<file path="src/rtl/fwd_scoreboard.sv">
// Operand-forwarding and load-use hazard unit for a five-stage pipeline.
// Optional WB hold path enabled by defining FWD_WB_HOLD_EN.
module fwd_scoreboard #(
  parameter int unsigned DATA_W = 32,
  parameter int unsigned ADDR_W = 5,
  parameter int unsigned NPORTS = 2,
  parameter int unsigned CNT_W  = 16
) (
  input  logic                     clk,
  input  logic                     reset,
  input  logic                     id_valid,
  input  logic [NPORTS*ADDR_W-1:0] id_rs,
  input  logic [NPORTS-1:0]        id_rs_used,
  input  logic [ADDR_W-1:0]        id_rd,
  input  logic                     id_we,
  input  logic                     id_is_load,
  input  logic                     flush,
  input  logic [NPORTS*DATA_W-1:0] ex_reg_value,
  input  logic [DATA_W-1:0]        mem_result,
  input  logic [DATA_W-1:0]        wb_result,
  output logic                     stall,
  output logic [NPORTS*2-1:0]      ex_fwd_sel,
  output logic [NPORTS*DATA_W-1:0] ex_operand,
  output logic [CNT_W-1:0]         stall_count
);

  logic              r_ex_v, r_ex_ld, r_mem_v;
  logic [ADDR_W-1:0] r_ex_rd, r_mem_rd;
`ifdef FWD_WB_HOLD_EN
  logic              r_wb_v;
  logic [ADDR_W-1:0] r_wb_rd;
  logic [DATA_W-1:0] r_hold;
`endif
  logic [NPORTS*2-1:0] r_sel;
  logic [CNT_W-1:0]    r_cnt;

  logic [NPORTS*2-1:0] w_sel;
  logic                w_load_hit;
  logic                w_adv;
  logic [ADDR_W-1:0]   w_rs;
  logic                w_chk;

  // Newest producer wins: EX over MEM over WB.
  always_comb begin
    w_sel      = '0;
    w_load_hit = 1'b0;
    w_rs       = '0;
    w_chk      = 1'b0;
    for (int p = 0; p < int'(NPORTS); p++) begin
      w_rs  = id_rs[p*ADDR_W +: ADDR_W];
      w_chk = id_rs_used[p] && (w_rs != '0);
      if (w_chk && r_ex_v && (r_ex_rd == w_rs)) begin
        w_sel[p*2 +: 2] = 2'b10;
        if (r_ex_ld) w_load_hit = 1'b1;
      end else if (w_chk && r_mem_v && (r_mem_rd == w_rs)) begin
        w_sel[p*2 +: 2] = 2'b01;
`ifdef FWD_WB_HOLD_EN
      end else if (w_chk && r_wb_v && (r_wb_rd == w_rs)) begin
        w_sel[p*2 +: 2] = 2'b11;
`endif
      end
    end
  end

  assign stall = ~flush & id_valid & w_load_hit;
  assign w_adv = id_valid & ~stall & ~flush;

  always_ff @(posedge clk or posedge reset) begin
    if (reset) begin
      r_ex_v   <= 1'b0;
      r_ex_rd  <= '0;
      r_ex_ld  <= 1'b0;
      r_mem_v  <= 1'b0;
      r_mem_rd <= '0;
`ifdef FWD_WB_HOLD_EN
      r_wb_v   <= 1'b0;
      r_wb_rd  <= '0;
      r_hold   <= '0;
`endif
      r_sel    <= '0;
      r_cnt    <= '0;
    end else begin
      r_ex_v   <= w_adv & id_we & (id_rd != '0);
      r_ex_rd  <= id_rd;
      r_ex_ld  <= id_is_load;
      r_mem_v  <= r_ex_v;
      r_mem_rd <= r_ex_rd;
`ifdef FWD_WB_HOLD_EN
      r_wb_v   <= r_mem_v;
      r_wb_rd  <= r_mem_rd;
      r_hold   <= wb_result;
`endif
      r_sel    <= w_adv ? w_sel : '0;
      if (stall && (r_cnt != '1)) r_cnt <= r_cnt + CNT_W'(1);
    end
  end

  always_comb begin
    ex_operand = '0;
    for (int p = 0; p < int'(NPORTS); p++) begin
      case (r_sel[p*2 +: 2])
        2'b10:   ex_operand[p*DATA_W +: DATA_W] = mem_result;
        2'b01:   ex_operand[p*DATA_W +: DATA_W] = wb_result;
`ifdef FWD_WB_HOLD_EN
        2'b11:   ex_operand[p*DATA_W +: DATA_W] = r_hold;
`endif
        default: ex_operand[p*DATA_W +: DATA_W] = ex_reg_value[p*DATA_W +: DATA_W];
      endcase
    end
  end

  assign ex_fwd_sel  = r_sel;
  assign stall_count = r_cnt;

endmodule

</file>
<file path="config.mk">
export PLATFORM = sky130hd
export DESIGN_NAME = fwd_scoreboard
export DESIGN_NICKNAME = d
export VERILOG_FILES = /design/src/rtl/fwd_scoreboard.sv
export SDC_FILE = /design/constraint.sdc
export NUM_CORES = 1
export LEC_CHECK = 0
export ABC_AREA = 1
export CAP_MARGIN = 20
export CORE_UTILIZATION = 35
export CTS_BUF_LIST = sky130_fd_sc_hd__clkbuf_4 sky130_fd_sc_hd__clkbuf_8 sky130_fd_sc_hd__clkbuf_16
export CTS_CLUSTER_DIAMETER = 80
export DETAILED_ROUTE_END_ITERATION = 10
export PLACE_DENSITY_LB_ADDON = 0.12
export SYNTH_ARGS = -nofsm -noshare
export SYNTH_HDL_FRONTEND = slang
export SYNTH_SLANG_ARGS = --single-unit
</file>
<file path="constraint.sdc">
create_clock -name clk -period 2.31 [get_ports clk]
set_input_delay 0.462 -clock clk [delete_from_list [all_inputs] [get_ports clk]]
set_output_delay 0.462 -clock clk [all_outputs]
set_load 0.01 [all_outputs]
</file>
Word-level counts from Yosys, hierarchy flattened
Index checks and enable logic that the tools add are counted.
{"block": "op_classes", "n_eq_ne": 9, "bitwise_logic": 8, "n_reduce_logical": 14, "n_addsub": 1, "muxes": 11}
{"cell": "32-bit case mux with 2 select lines", "count": 2}
{"cell": "5-bit == test", "count": 4}
{"cell": "16-bit by 1-bit adder with 16-bit output, second input constant", "count": 1}
{"cell": "16-bit inequality test, second input constant", "count": 1}
{"cell": "5-bit nonzero test", "count": 3}
{"cell": "1-bit logical AND", "count": 11}
{"cell": "1-bit bitwise AND", "count": 6}
{"cell": "1-bit 2-to-1 mux", "count": 6}
{"cell": "2-bit by 1-bit == test with 1-bit output, second input constant", "count": 2}
{"cell": "2-bit == test, second input constant", "count": 2}
{"cell": "2-bit 2-to-1 mux", "count": 2}
{"cell": "4-bit 2-to-1 mux", "count": 1}
{"cell": "1-bit NOT", "count": 2}
{"block": "word_totals", "inputBits": 151, "elab_cells": 50, "out_inout_bits": 85, "regBits": 33}

Depth between registers and ports, before layout
Gate-level depths: netlist of the first run.
{"block": "depth", "ltp_word": 13, "mapped_depth": 12, "mapped_depth_nobuf": 11}

Worst setup path before layout of the first run
Ideal clock, no wire load.
{"block": "synth_timing", "path_type": "reg2out", "start": "register r_sel[0], in the netlist ex_fwd_sel[0]", "end": "output ex_operand[0]", "t_arrival_ns": 1.515, "path_stages_with_launch": 8, "setup_slack_ns": 0.333, "required_ns": 1.848, "path_buffers": 2, "cell_sequence": "dfrtp_1 > inv_1 > ha_1 > clkbuf_1 > inv_1 > clkbuf_1 > nor2_1 > a21oi_1"}
{"block": "synth_between", "elab_chain_cells": 2, "word_cells_on_any_way": 3, "cone_classes": "eq/ne (2); mux (1)"}
{"element": "start: declaration", "line": "34", "text": "logic [NPORTS*2-1:0] r_sel;"}
{"element": "start signal: assignment", "line": "93", "text": "r_sel <= w_adv ? w_sel : '0;"}
{"element": "2-bit by 1-bit == test with 1-bit output / 2-bit == test (equally long branches)", "line": "101", "text": "case (r_sel[p*2 +: 2])"}
{"element": "32-bit case mux with 2 select lines (*)", "line": "101"}
{"element": "end: declaration", "line": "23", "text": "output logic [NPORTS*DATA_W-1:0] ex_operand,"}
Mark *: on every way between the ends. The rest lies on a longest branch, timed or not.

Final worst setup path of the first run
{"block": "layout_timing", "start": "register r_sel[3], in the netlist ex_fwd_sel[3]", "end": "output ex_operand[42]"}
The elaborated chain is that of the path after synthesis.

==> results.md, run 1 <==
* Average wire per standard cell at ~16 µm
* Final hold vios at 0
* CTS buffer count at 5
* Final Cycle Share at ~100%
* RSZ-0062 raised after global routing: no
* Pre-Repair DR Iteration Count at 5
* Status: finished clean
* Lkg Pwr at 0.00264 µW
* Maximum clock frequency at approximately 450 MHz
* CP Data Arrival Time at between 1.5 and 2 ns
* Combinational share of power at around a third
* Critical Path RT at approximately 1.9 ns
* DR DRC count at 0
* Clock Skews at around 0.011 ns
* Sequential fraction of the synthesis area at 26.3%
* Top post-synthesis cells by count: nand2_1 (146), a21oi_1 (132), nor2_1 (88)
* Synth unique cells at 27
* Via-to-Cell Ratio at ~5.0
* Slew Viols, Final at 0
* Vias in the first global route at ~4400
* Share of the synthesized area in the top cell type at 26.3%
* Clk_lat worst skew at around 0.29 ns
* Largest net degree at the start of global routing at 34
* Initial antenna violation count at 0
* RR Startpoint: stall_count[0]$_DFFE_PP0P_
* Cell count after synthesis at 530
* IO Pins at between 200 and 250
* Slowest cell on the critical path: dfrtp_1
* Clock Tree Buf Depth at 2
* CTS tree: yes
* CP dominant cell by count: a21oi_1
* Cell internal pwr at 1160 µW
* Crit. End Element: primary output
* Final total power at between 1500 and 2000 µW
* Post-Route WL at approximately 14000 µm
* Area Growth Syn to Fin at 88.6%
* Remaining global-route overflow at 0
* Reg clk slew, reported paths at around 0.070 ns
* Worst setup path startpoint: ex_fwd_sel[3]$_DFF_PP0_
* Die width at 96.7 µm
* Port-buffer cells at between 200 and 250
* CP peak stage delay at about 0.43 ns
* Max VDD drop at around 0.00038 V
* Layout net count at around 930
* Iteration-0 DRC Markers at between 150 and 200
* Top Family by Delay on Critical Path: buffers and inverters
* Most common cell in the netlist: nand2_1
* Min cycle time layout at ~2.2 ns
* Yosys top cell by area: dfrtp_1
* Crit path cell chain: ha_4 -> buf_6 -> buf_12 -> a21oi_1 -> a21oi_1 -> dlygate4sd2_1
* Gpl congestion at 0.924
* Post-synth EDFFs at 0
* Avg Synthesized Cell Area at ~5.9 µm²
* CTS root buf: clkbuf_8
* First-pass GRT wire length at around 23000 µm
* Core Region at between 8000 and 9000 µm²
* Kind of critical path: reg2out
* Antenna Nets Post-Route at 0
* Setup slack at placement at -0.330 ns
* Share of layout cells above drive strength 1 at around 11%
* Slew @ Worst Pin at a little over 0.4 ns
* Max-cap check violation count at 0
* Global-route usage over all layers at 29.9%
* Synthesized flop and latch total at 33
* H-Tree Depth at 2
* Final setup margin at approximately 0.063 ns
* Routed vias at between 4000 and 5000
* Sw Pwr at 426 µW
* Die Y at 96.7 µm
* Hold path startpoint: r_ex_v$_DFF_PP0_
* Clk network pwr share at 28.6%
* PwrDens at around 270 nW/µm²
* Synth Cell Area at ~3100 µm²
* WP buf/inv at 3
* Rows at 34
* Top_reg_cell synth: dfrtp_1
* DIE AREA at 9350 µm²
* Clock Sinks at 33
* Sequential power share at 37.8%
* Synth Warn # at 0
* Synth top area cells: dfrtp_1 (26%), a21oi_1 (21%), nand2_1 (17%), nor2_1 (11%), inv_1 (3.9%)
* Synth async-reset ratio at between 90% and 100%
* Sw frac at between 20% and 30%
* Initial Util at 36.0%
* ANT cells at 0
* Worst slew margin at between 70% and 80%
* Hold/Removal Path Class: reg2reg
* Setup crit start kind: flop
* Synthesized Nets at 686
* Hpwl dp at 10700 µm
* Crit-path max FO at 15
* Count of final setup violators at 0
layout make-up:
cell class                      count  area, µm²
Tap cell                          108        135
Clock buffer                        6       82.6
Fill cell                         784       2800
Clock inverter                      2       13.8
Timing Repair Buffer              268       2620
Inverter                           37        139
Sequential cell                    33        826
Multi-Input combinational cell    432       2100
cell usage in the layout (no fill, tap or decap), drive strengths merged, types with 14 or more instances in the layout:
| cell type | n |
|---|---|
| nor2 | 91 |
| a21oi | 133 |
| dlygate4sd2 | 39 |
| buf | 32 |
| clkdlybuf4s50 | 162 |
| nand2 | 148 |
| nand3 | 19 |
| clkdlybuf4s15 | 14 |
| inv | 37 |
| dfrtp | 33 |
| clkbuf | 26 |
sequential cells by signal, indices dropped and copies added (netlist names):
register	flops
r_ex_v	1
ex_fwd_sel	4
r_mem_rd	5
r_ex_rd	5
r_ex_ld	1
r_mem_v	1
stall_count	16
power by group through the flow:
stage / combinational (µW) / clock, µW / sequential (µW)
after floorplan: 146 / 0 / 609
after global placement: 571 / 0 / 612
after detailed placement: 577 / 0 / 612
after CTS: 535 / 467 / 601
after global routing: 576 / 482 / 603
final: 535 / 455 / 601
final timing paths:
kind	cells after the start	end	slack, ns
setup / recovery	6	ex_operand[42]	0.06
hold / removal	0	r_mem_v$_DFF_PP0_	0.40
setup reg to reg	9	stall_count[8]$_DFFE_PP0P_	0.58
hold reg to reg	0	r_mem_v$_DFF_PP0_	0.40
max in group asynchronous	3	stall_count[5]$_DFFE_PP0P_	1.45
min in group asynchronous	3	r_ex_rd[4]$_DFF_PP0_	0.56
worst register-to-register path, delay by kind of cell (launching register included):
family        cells  cell delay [ns]
fa+ha+maj         1             0.29
buf+inv           3             0.36
flops             1             0.41
simple gates      5             0.55
kinds of logic (layout without fill, tap and decap cells):
| logic type | count (synthesis) | count (layout) | synth area share (%) |
|---|---|---|---|
| AND/OR/NAND/NOR | 267 | 267 | 35.2 |
| AO/OA/AOI/OAI | 140 | 140 | 22.8 |
| buffers and inverters | 65 | 313 | 8.05 |
| flip-flops | 33 | 33 | 26.3 |
| XOR/XNOR | 20 | 20 | 5.58 |
| adder cells (fa/ha/maj) | 5 | 5 | 1.99 |
layer usage:
| metal | share of wire (%) | global-route usage, % | up-vias |
|---|---|---|---|
| met5 | 0 | 0 | - |
| li1 | - | - | 2210 |
| met4 | 2.7 | 9.64 | 0 |
| met3 | 7.2 | 5.56 | 29 |
| met1 | 38 | 34.5 | 2039 |
| met2 | 52 | 55.1 | 192 |
stage by stage:
step	utilization, %	instances	TNS (ns)	hold WS, ns	area (µm²)
floorplan	-	530	0	0.354	3140
global placement	66.9	875	-0.359	0.364	5840
detailed placement	66.9	875	-0.361	0.385	5840
CTS	67.8	885	-0.167	0.400	5920
global route	67.9	886	0	0.410	5920
finish	67.9	886	0	0.399	5920
repair_timing:
action,in CTS,in global routing
cloned,1,1
gates resized for setup,85,56
endpoints found under the setup margin,65,61
buffers inserted,1,0
pin swaps,0,0
hold buffers,0,0
endpoints found under the hold margin,0,0
Power figures use the tool's default switching activity.
==> run 2: changes to the inputs <==
--- a/config.mk
+++ b/config.mk
@@ -12,6 +12,7 @@
 export CTS_CLUSTER_DIAMETER = 80
 export DETAILED_ROUTE_END_ITERATION = 10
 export PLACE_DENSITY_LB_ADDON = 0.12
+export SETUP_SLACK_MARGIN = 0.5
 export SYNTH_ARGS = -nofsm -noshare
 export SYNTH_HDL_FRONTEND = slang
 export SYNTH_SLANG_ARGS = --single-unit
==> run 2 against run 1 <==
  * Cell area increased by 19%
  * Sequential cell count unchanged
  * Critical path type unchanged
  * Largest power group unchanged
  * Setup slack improved by 0.010 ns
  * Non-clock buffer count increased by 25
  * Clock power increased by 5.9%
  * Register-to-register slack got worse by 0.09 ns
  * Via count increased by 9.2%
==> results.md, run 2 (same netlist as run 1, synthesis figures left out) <==
* Core Region at between 8000 and 9000 µm²
* Final hold slack at 0.381 ns
* Average wire per standard cell at about 18 µm
* Final hold vios at 0
* CTS root buf: clkbuf_8
* Global-route usage over all layers at approximately a third
* Routed vias at between 4000 and 5000
* Post-placement cell area at approximately 6000 µm²
* Final total power at 1680 µW
* Rows at 34
* CTS buffer count at 5
* Fin cells at 912
* Crit. End Element: primary output
* Max-cap check violation count at 0
* Hold Buf Count CTS at 0
* Die width at 96.7 µm
* PwrDens at between 200 and 250 nW/µm²
* RR Startpoint: r_ex_rd[1]$_DFF_PP0_
* Post-Route WL at between 15000 and 20000 µm
* Antenna Nets Post-Route at 0
* Clock Sinks at 33
* Most frequent cells in the layout: clkdlybuf4s50_1 (158), nand2_1 (123), a21oi_2 (90), nor2_1 (67), buf_2 (41)
* Setup crit start kind: flop
* Hold/Removal Path Class: reg2reg
* Initial Util at approximately 36%
* Via-to-Cell Ratio at ~5.4
* Pre-Repair DR Iteration Count at 4
* Filler instances at 579
* Min cycle time layout at 2.24 ns
* Final Cycle Share at a little under 100%
* Slew @ Worst Pin at around 0.41 ns
* Hold path startpoint: r_ex_v$_DFF_PP0_
* Slew Viols, Final at 0
* Worst slew margin at between 70 and 80%
* Remaining global-route overflow at 0
* Clk_lat worst skew at between 0.2 and 0.3 ns
* Max reg flops at 16
* Max VDD drop at between 0.0004 and 0.0005 V
* Iteration-0 DRC Markers at between 150 and 200
* Status: finished clean
* Reg clk slew, reported paths at 0.06 ns
* Multi-input gate area at 2830 µm²
* Worst Hold End: r_mem_v$_DFF_PP0_
* Die Y at about 97 µm
* CTS tree: yes
* Reg2Reg Setup Slack at between 0.4 and 0.5 ns
* Port-buffer cells at about 240
* Crit-path max FO at 6
* Gpl congestion at a little under 0.9
* Count of final setup violators at 0
* Dpl cells at about 870
* Layout net count at about 960
* Clock Skews at 0.00390 ns
* R2R depth at 13
* Maximum clock frequency at 447 MHz
* FF+latch area at 828 µm²
* Clock Tree Buf Depth at 2
* Kind of critical path: reg2out
* Reg-to-reg endpoint: stall_count[5]$_DFFE_PP0P_
* CP Data Arrival Time at 1.77 ns
* Lkg Pwr at 0.00305 µW
* Critical Path RT at ~1.9 ns
* Design Area, Final at 7040 µm²
* RSZ-0062 raised after global routing: yes
* ANT cells at 0
* Hpwl dp at about 10000 µm
* IO Pins at about 240
* DIE AREA at between 9000 and 10000 µm²
* Share of layout cells above drive strength 1 at 37.8%
* Vias in the first global route at between 4000 and 5000
* First-pass GRT wire length at 24000 µm
* DR DRC count at 0
* Area Growth Syn to Fin at 124%
* Initial antenna violation count at 0
* Largest net degree at the start of global routing at 34
* H-Tree Depth at 2
* Most common cell after layout, fill and taps aside: clkdlybuf4s50_1
* WHS Path Cells at 0
## run 2: metal layers
layer	share of wire, %	vias to the layer above	GRT usage, %
met5	0	-	0
met4	5.8	0	17.5
met3	6.5	78	5.71
met1	36	2291	36.2
li1	-	2278	-
met2	52	235	56.3
## run 2: where the power goes
group	total (µW)	switching (µW)	internal, µW
logic	597	242	356
clock network	482	213	269
registers	602	11.9	590
## run 2: how the worst max path moves through the flow
stage                            startpoint  depth (start not counted)              to
finish              ex_fwd_sel[1]$_DFF_PP0_                          7   ex_operand[3]
global route        ex_fwd_sel[1]$_DFF_PP0_                          7   ex_operand[3]
CTS                 ex_fwd_sel[1]$_DFF_PP0_                          6  ex_operand[31]
detailed placement                 id_rs[8]                         10           stall
global placement                   id_rs[5]                         10           stall
floorplan           ex_fwd_sel[0]$_DFF_PP0_                          7   ex_operand[0]
## run 2: area by class of cell
cell class / count / share of cell area, %
clock buffer: 7 / 1.37
clock inverter: 1 / 0.0711
inverter: 37 / 2.08
multi-input combinational: 433 / 40.2
sequential: 33 / 11.8
tap: 108 / 1.92
timing repair buffer: 293 / 42.6
## run 2: per-stage QoR
stage          worst slack [ns]  util (%)  TNS (ns)
2_1_floorplan             0.501         -         0
3_3_place_gp             -0.310      69.3    -0.310
3_5_place_dp             -0.334      69.3    -0.334
4_1_cts                   0.128      75.3         0
5_1_grt                 0.00831      80.7         0
6_report                 0.0732      80.7         0
## run 2: worst max-delay path: stages, from the launching register on
cell     delay [ns]
dfrtp_1        0.43
ha_4           0.32
buf_12         0.14
buf_12         0.11
buf_12         0.13
a21oi_4        0.04
a21oi_2        0.15
buf_2          0.16
## run 2: repair_timing
| item | CTS | global route |
|---|---|---|
| gates resized for setup | 324 | 80 |
| setup endpoints to repair | 81 | 85 |
| buffers inserted | 5 | 15 |
| pin swaps | 3 | 11 |
| gates cloned | 7 | 5 |
==> run 3: changes to the inputs <==
--- a/config.mk
+++ b/config.mk
@@ -9,7 +9,7 @@
 export CAP_MARGIN = 20
 export CORE_UTILIZATION = 35
 export CTS_BUF_LIST = sky130_fd_sc_hd__clkbuf_4 sky130_fd_sc_hd__clkbuf_8 sky130_fd_sc_hd__clkbuf_16
-export CTS_CLUSTER_DIAMETER = 80
+export CTS_CLUSTER_DIAMETER = 100
 export DETAILED_ROUTE_END_ITERATION = 10
 export PLACE_DENSITY_LB_ADDON = 0.12
 export SETUP_SLACK_MARGIN = 0.5
==> results of run 3 <==
No change in the layout: final DEF, timing and power equal those of run 2.
